$ cat src/rtl/div_reservation_station.sv
// Reservation station for the FP divide unit: holds ops until operands arrive via the CDB and
// dispatches the lowest-index ready op. Optional `DIVRS_CDB_BYPASS_EN enables same-cycle CDB bypass.
module div_reservation_station #(
  parameter int unsigned ENTRIES  = 3,
  parameter int unsigned DATA_W   = 32,
  parameter int unsigned TAG_W    = 4,
  parameter int unsigned BASE_TAG = 4,
  parameter int unsigned OP_W     = 2
) (
  input  logic              clk,
  input  logic              nRST,
  // issue side
  input  logic              issue_valid,
  input  logic [OP_W-1:0]   issue_op,
  input  logic [DATA_W-1:0] issue_vj,
  input  logic [TAG_W-1:0]  issue_qj,
  input  logic [DATA_W-1:0] issue_vk,
  input  logic [TAG_W-1:0]  issue_qk,
  output logic              issue_ready,
  output logic [TAG_W-1:0]  issue_tag,
  // common data bus
  input  logic              cdb_valid,
  input  logic [TAG_W-1:0]  cdb_tag,
  input  logic [DATA_W-1:0] cdb_data,
  // divider side
  input  logic              alu_available,
  output logic              alu_en,
  output logic [DATA_W-1:0] alu_a,
  output logic [DATA_W-1:0] alu_b,
  output logic [OP_W-1:0]   alu_op,
  output logic [TAG_W-1:0]  alu_tag,
  output logic [2:0]        busy_cnt
);

  localparam int unsigned IdxW = (ENTRIES > 1) ? $clog2(ENTRIES) : 1;

  logic [ENTRIES-1:0] busy_q, busy_d;
  logic [OP_W-1:0]    op_q [ENTRIES];
  logic [OP_W-1:0]    op_d [ENTRIES];
  logic [DATA_W-1:0]  vj_q [ENTRIES];
  logic [DATA_W-1:0]  vj_d [ENTRIES];
  logic [DATA_W-1:0]  vk_q [ENTRIES];
  logic [DATA_W-1:0]  vk_d [ENTRIES];
  logic [TAG_W-1:0]   qj_q [ENTRIES];
  logic [TAG_W-1:0]   qj_d [ENTRIES];
  logic [TAG_W-1:0]   qk_q [ENTRIES];
  logic [TAG_W-1:0]   qk_d [ENTRIES];

  logic               cdb_live;
  logic [ENTRIES-1:0] hit_j, hit_k, ready;
  logic [IdxW-1:0]    free_idx, disp_idx;
  logic               any_free, any_ready, issue_fire;
  logic [DATA_W-1:0]  new_vj, new_vk;
  logic [TAG_W-1:0]   new_qj, new_qk;

  // Tag 0 means "no producer", so a tag-0 broadcast must never match anything.
  always_comb begin
    cdb_live = cdb_valid && (cdb_tag != '0);
    for (int i = 0; i < int'(ENTRIES); i++) begin
      hit_j[i] = cdb_live && busy_q[i] && (qj_q[i] == cdb_tag);
      hit_k[i] = cdb_live && busy_q[i] && (qk_q[i] == cdb_tag);
    end
  end

  always_comb begin
    for (int i = 0; i < int'(ENTRIES); i++) begin
`ifdef DIVRS_CDB_BYPASS_EN
      ready[i] = busy_q[i] && ((qj_q[i] == '0) || hit_j[i]) && ((qk_q[i] == '0) || hit_k[i]);
`else
      ready[i] = busy_q[i] && (qj_q[i] == '0) && (qk_q[i] == '0);
`endif
    end
  end

  // Descending scan leaves the lowest matching index in each selector.
  always_comb begin
    free_idx = '0;
    disp_idx = '0;
    for (int i = int'(ENTRIES) - 1; i >= 0; i--) begin
      if (!busy_q[i]) free_idx = IdxW'(i);
      if (ready[i])   disp_idx = IdxW'(i);
    end
    any_free  = ~&busy_q;
    any_ready = |ready;
  end

  always_comb begin
    busy_cnt = '0;
    for (int i = 0; i < int'(ENTRIES); i++) begin
      busy_cnt = busy_cnt + 3'(busy_q[i]);
    end
  end

  always_comb begin
    issue_ready = any_free;
    issue_tag   = TAG_W'(BASE_TAG) + TAG_W'(free_idx);
    issue_fire  = issue_valid && any_free;
  end

  always_comb begin
    alu_en  = alu_available && any_ready;
    alu_a   = '0;
    alu_b   = '0;
    alu_op  = '0;
    alu_tag = '0;
    if (alu_en) begin
      alu_a   = vj_q[disp_idx];
      alu_b   = vk_q[disp_idx];
      alu_op  = op_q[disp_idx];
      alu_tag = TAG_W'(BASE_TAG) + TAG_W'(disp_idx);
`ifdef DIVRS_CDB_BYPASS_EN
      if (hit_j[disp_idx]) alu_a = cdb_data;
      if (hit_k[disp_idx]) alu_b = cdb_data;
`endif
    end
  end

  // An operand whose producer broadcasts in the issue cycle is captured on the way in.
  always_comb begin
    new_vj = issue_vj;
    new_qj = issue_qj;
    new_vk = issue_vk;
    new_qk = issue_qk;
    if (cdb_live && (issue_qj == cdb_tag)) begin
      new_vj = cdb_data;
      new_qj = '0;
    end
    if (cdb_live && (issue_qk == cdb_tag)) begin
      new_vk = cdb_data;
      new_qk = '0;
    end
  end

  always_comb begin
    busy_d = busy_q;
    op_d   = op_q;
    vj_d   = vj_q;
    vk_d   = vk_q;
    qj_d   = qj_q;
    qk_d   = qk_q;
    for (int i = 0; i < int'(ENTRIES); i++) begin
      if (hit_j[i]) begin
        vj_d[i] = cdb_data;
        qj_d[i] = '0;
      end
      if (hit_k[i]) begin
        vk_d[i] = cdb_data;
        qk_d[i] = '0;
      end
      if (alu_en && (disp_idx == IdxW'(i))) busy_d[i] = 1'b0;
      // The free slot is never the dispatching one, so issue and dispatch cannot collide.
      if (issue_fire && (free_idx == IdxW'(i))) begin
        busy_d[i] = 1'b1;
        op_d[i]   = issue_op;
        vj_d[i]   = new_vj;
        qj_d[i]   = new_qj;
        vk_d[i]   = new_vk;
        qk_d[i]   = new_qk;
      end
    end
  end

  always_ff @(posedge clk or negedge nRST) begin
    if (!nRST) begin
      busy_q <= '0;
      for (int i = 0; i < int'(ENTRIES); i++) begin
        op_q[i] <= '0;
        vj_q[i] <= '0;
        vk_q[i] <= '0;
        qj_q[i] <= '0;
        qk_q[i] <= '0;
      end
    end else begin
      busy_q <= busy_d;
      op_q   <= op_d;
      vj_q   <= vj_d;
      vk_q   <= vk_d;
      qj_q   <= qj_d;
      qk_q   <= qk_d;
    end
  end

endmodule

$ cat config.mk
export PLATFORM = sky130hd
export DESIGN_NAME = div_reservation_station
export DESIGN_NICKNAME = d
export VERILOG_FILES = /design/src/rtl/div_reservation_station.sv
export SDC_FILE = /design/constraint.sdc
export NUM_CORES = 1
export LEC_CHECK = 0
export CAP_MARGIN = 20
export CORE_MARGIN = 2
export CORE_UTILIZATION = 44
export DETAILED_ROUTE_END_ITERATION = 10
export PLACE_DENSITY = 0.64
export SKIP_LAST_GASP = 1
export SYNTH_ARGS = -nofsm -noshare
export SYNTH_HDL_FRONTEND = slang
export SYNTH_SLANG_ARGS = --single-unit
$ cat constraint.sdc
create_clock -name clk -period 3 [get_ports clk]
set_input_delay 0.45 -clock clk [delete_from_list [all_inputs] [get_ports clk]]
set_output_delay 0.45 -clock clk [all_outputs]
set_load 0.005 [all_outputs]
# Word level (Yosys, flattened, before mapping)

Cells that the tools add are included.

Bits in registers: 225
Bits of input ports: 115

$add $sub $neg: 4
Order comparisons: 1
Equal/unequal tests: 12
Muxes and demuxes: 53
Bitwise logic cells: 1
Reductions and logical operators: 47

Operator list:

| operator            | count |
|---|---|
| $mux 32             | 20 |
| $bmux 32 s2         | 2 |
| $mux 4              | 15 |
| $eq 4x4->1          | 8 |
| $logic_and 1x1->1   | 26 |
| $logic_not 4->1     | 6 |
| $mux 2              | 9 |
| $reduce_bool 2->1   | 9 |
| $add 3x2->4 const A | 2 |
| $mux 1              | 6 |
| $bmux 2 s2          | 1 |
| $eq 2x1->1 const B  | 2 |
| $eq 2x2->1 const B  | 2 |
| $logic_not 2->1     | 2 |
| $reduce_bool 4->1   | 1 |
| $add 2x1->3         | 1 |
| $ge 3x3->1 const B  | 1 |
| $not 2->3           | 1 |
| $reduce_and 3->1    | 1 |
| $reduce_or 3->1     | 1 |
| $add 1x1->2         | 1 |
| $logic_not 1->1     | 1 |

# Depth between registers and ports, before layout

Word-level depth: 11
Mapped depth: 9

# Least setup slack after synthesis

OpenSTA, ideal clock, no wires.

Path type: reg2out
Start: reg qk_q[1] (netlist name)
End: out alu_a[10]
Arrival time: 2.016 ns
Required time: 2.550 ns
Setup slack: 0.534 ns
Stages on the path, launching flop included: 8
Path buffers: 2
Cells stage by stage: dfrtp_1 > or4_1 > or3_1 > nor3_2 > buf_2 > buf_4 > a22oi_1 > a21oi_1

Cells in the longest elaborated chain, start to end: 10

Ends and longest elaborated chain:

| item                                       | RTL line | RTL |
|---|---|---|
| start: declaration                         | 46       | `logic [TAG_W-1:0] qk_q [ENTRIES];` |
| start signal: assignment                   | 179      | `qk_q <= qk_d;` |
| $logic_not 4->1 *                          | 70       | `ready[i] = busy_q[i] && (qj_q[i] == '0) && (qk_q[i] == '0);` |
| $logic_and 1x1->1 *                        | 70       |  |
| $mux 2 (3 in a row)                        | 81       | `if (ready[i]) disp_idx = IdxW'(i);` |
| $not 2->3 (implied by the code)            | 107      | `alu_a = vj_q[disp_idx];` |
| $bmux 32 s2                                | 107      |  |
| $mux 32 (implied by the code) (2 in a row) | 107      |  |
| $mux 32 *                                  | 106      | `if (alu_en) begin` |
| end: declaration                           | 28       | `output logic [DATA_W-1:0] alu_a,` |

Every way passes the cells marked *; elsewhere a longest branch is shown, timed or not. The select of a mux whose other input is x is not followed.

# Worst setup path in the final report

Start: reg qk_q[1] (netlist name)
End: out alu_b[5]

Cells in the longest elaborated chain, start to end: 10

Ends and longest elaborated chain:

| item                                       | RTL line | RTL |
|---|---|---|
| $logic_not 4->1 *                          | 70       |  |
| $logic_and 1x1->1 *                        | 70       |  |
| $mux 2 (3 in a row)                        | 81       |  |
| $not 2->3 (implied by the code)            | 108      | `alu_b = vk_q[disp_idx];` |
| $bmux 32 s2                                | 108      |  |
| $mux 32 (implied by the code) (2 in a row) | 108      |  |
| $mux 32 *                                  | 106      |  |
| end: declaration                           | 29       | `output logic [DATA_W-1:0] alu_b,` |

Marks and branches as above.

==> flow_metrics.tcl <==
set metrics [dict create \
    grt_max_degree 71 \
    fp.dieW_um 168 \
    ir_worst_vdd_mv 0.457 \
    drv_slew 0 \
    use_met3_pct 3.67 \
    vias 10900 \
    rsz0062_at_grt "yes" \
    nFillCells 2239 \
    worst_clock_skew_ns 0.00922 \
    hold_viol_final 0 \
    overflow 0 \
    met1_usage_pct 40.5 \
    ys.flop_type "dfrtp_1" \
    yosys_warnings 0 \
    initialDrtViolationCount 1269 \
    clkTransAtPathRegs_ns 0.06 \
    drt-total-wl_um 41700 \
    start_util_pct 44.4 \
    period_share_pct 110 \
    cp_max_fo 5 \
    ys_ff_latch 225 \
    p_per_area_nw_per_um2 971 \
    cp.required_ns 2.55 \
    antenna_cells 0 \
    status "finished, violations left" \
    synth_cell_types 39 \
    fmax_ghz 0.302 \
    synth_area_um2 11800 \
    grt_usage_pct 28.2 \
    timing.final.ws_setup_ns -0.313 \
    first_pass_iters 5 \
    port-buffer-count 189 \
    maxCapViolCount 0 \
    wl_per_cell_um 25.1 \
    post-place-ws_ns -0.251 \
    viasPerCell 6.59 \
    h-tree-depth 1 \
    dieArea_um2 28200 \
    clockBufferDepth 3 \
    crit_path_end_kind "primary output" \
    start_kind "flop" \
    fin_crit_ns 3.31 \
    worst-endpoint-arrival_ns 2.86 \
    layout-drive-gt1-share_pct 22.5 \
    violations "negative setup slack" \
    core_area_um2 26700 \
    synthToLayoutAreaGrowth_pct 32.6 \
    grt_busiest_layer "met2" \
    cts_tree "yes" \
    clk_latency_ns 0.54 \
    slew-limit-headroom_pct 62.9 \
    async_flop_share_pct 100 \
    r2r_slack_ns 0.60 \
    worst_pin_slew_ns 0.556 \
    synth.avg_cell_area_um2 10.6 \
    cts_sinks 225 \
    setup_viol 67 \
    die_height_um 168 \
    fin_tns_setup_ns -16.12 \
    total_power_mw 15.2 \
    synth-edff-count 0 \
    gp_congestion 0.816 \
    layout.nets 1418 \
    netlist_instances 1116 \
    rows 60 \
    drtAntennaViolNets 0 \
    met2_usage_pct 45.5 \
    grt_pass1_vias 10600 \
    grt_pass1_wl_um 62900 \
    route.detailed.drc 0 \
    hp-class "primary input to async pin" \
    seq_area_frac_synth_pct 47.6 \
    power_leakage_nw 5.84 \
    cts_root_buffer "clkbuf_16" \
    crit_type "flop to primary output" \
    cts_made_buffers 26 \
    antenna_found_initial 1 \
    hpwl_um 24700 \
    io_pins 194 \
]
## path summary, 6_finish.rpt
kind                         start   endpoint  depth (start not counted)
max in group asynchronous     nRST    op_q[0]                          3
hold / removal                nRST   vk_q[25]                          2
hold reg to reg            op_q[4]    op_q[4]                          2
setup / recovery           qk_q[1]   alu_b[5]                         10
setup reg to reg           qk_q[1]  busy_q[2]                          9
min in group clk           op_q[4]    op_q[4]                          2
## placed cells by master (no fill, tap or decap), types with 12 or more instances in the layout
| cell | count |
|---|---|
| or3_1 | 65 |
| buf_2 | 64 |
| o221a_1 | 60 |
| clkbuf_16 | 34 |
| xnor2_1 | 24 |
| clkdlybuf4s50_1 | 118 |
| buf_6 | 13 |
| nor2_1 | 12 |
| a21oi_2 | 27 |
| buf_12 | 20 |
| a22oi_2 | 32 |
| nand2_1 | 44 |
| dfrtp_1 | 225 |
| a21oi_1 | 39 |
| buf_4 | 58 |
| o22ai_1 | 24 |
| o21ai_0 | 70 |
| o21a_1 | 128 |
| o32a_1 | 128 |
| a22oi_1 | 34 |
## layer usage
metal  share of wire (%)  vias up
met4                 1.9        2
met2                  47      492
met3                 7.3       60
met5               0.026        -
li1                    -     4769
met1                  43     5614
## registers in the layout (all words and copies together), names as in the netlist
name / flops
busy_q: 3
qk_q: 12
qj_q: 12
op_q: 6
vj_q: 96
vk_q: 96
## critical path: stages, from the launching register on
cell and delay (ns):
dfrtp_1 0.39, or4_1 0.52, or3_4 0.36, nor3_4 0.21, buf_12 0.16, buf_12 0.14, buf_8 0.12, buf_6 0.10
a22oi_1 0.05, a21oi_1 0.15, buf_2 0.13
## metrics by stage
stage / cell area, µm² / cells / hold slack, ns / util [%]
global placement: 14500 / 1591 / 0.444 / 54.3
finish: 15700 / 1659 / 0.463 / 58.9
floorplan: 11800 / 1118 / 0.154 / -
detailed placement: 14500 / 1591 / 0.441 / 54.3
CTS: 15400 / 1648 / 0.472 / 57.9
global route: 15700 / 1659 / 0.493 / 58.9
## report_power, final
group          switching [mW]  internal (mW)  total (mW)
Clock                    1.26           1.86        3.13
Sequential              0.951           4.53        5.48
Combinational            3.05           3.58        6.63
## cell type report
cell class | count | area, µm² | area share, %
multi-input combinational | 755 | 5970 | 38.0
sequential | 225 | 5630 | 35.9
timing repair buffer | 290 | 2820 | 18.0
clock buffer | 38 | 777 | 4.95
tap | 341 | 427 | 2.72
clock inverter | 6 | 58.8 | 0.375
inverter | 4 | 15.0 | 0.0957
## what timing repair did
item,in CTS,in global routing
setup buffers,13,5
gates cloned,2,7
resized for setup,325,37
setup endpoints to repair,70,70
endpoints found under the hold margin,62,0
pin swaps,66,23
hold buffers,1,0
## cell usage after synthesis, types with 3 or more instances
cell	count	area share (%)
o32a_1	128	11
inv_1	4	0.13
nand2_1	47	1.5
o22ai_1	24	1.3
nand3_1	3	0.13
o221a_1	60	5.7
nand4_1	5	0.26
buf_6	11	1.0
clkbuf_1	77	2.4
buf_2	34	1.4
o21ai_0	70	3.0
or3_1	66	3.5
nor3_1	3	0.13
o221a_2	4	0.38
xor2_1	8	0.59
o21a_1	128	8.1
a21oi_1	70	3.0
nand2b_1	8	0.42
buf_4	9	0.57
o21ai_1	4	0.17
nor2_1	13	0.41
dfrtp_1	225	48
xnor2_1	24	1.8
a22oi_1	66	4.2
buf_1	3	0.095
## cell families (layout without fill, tap and decap cells)
group                    count (synthesis)  in the layout  synth area share [%]
adder cells (fa/ha/maj)                  1              1                 0.169
AND/OR/NAND/NOR                        161            161                  7.30
buffers and inverters                  138            338                  5.72
flip-flops                             225            225                  47.6
other                                    2              4                0.0634
AO/OA/AOI/OAI                          557            557                  36.8
XOR/XNOR                                32             32                  2.37
Power figures use the tool's default switching activity.
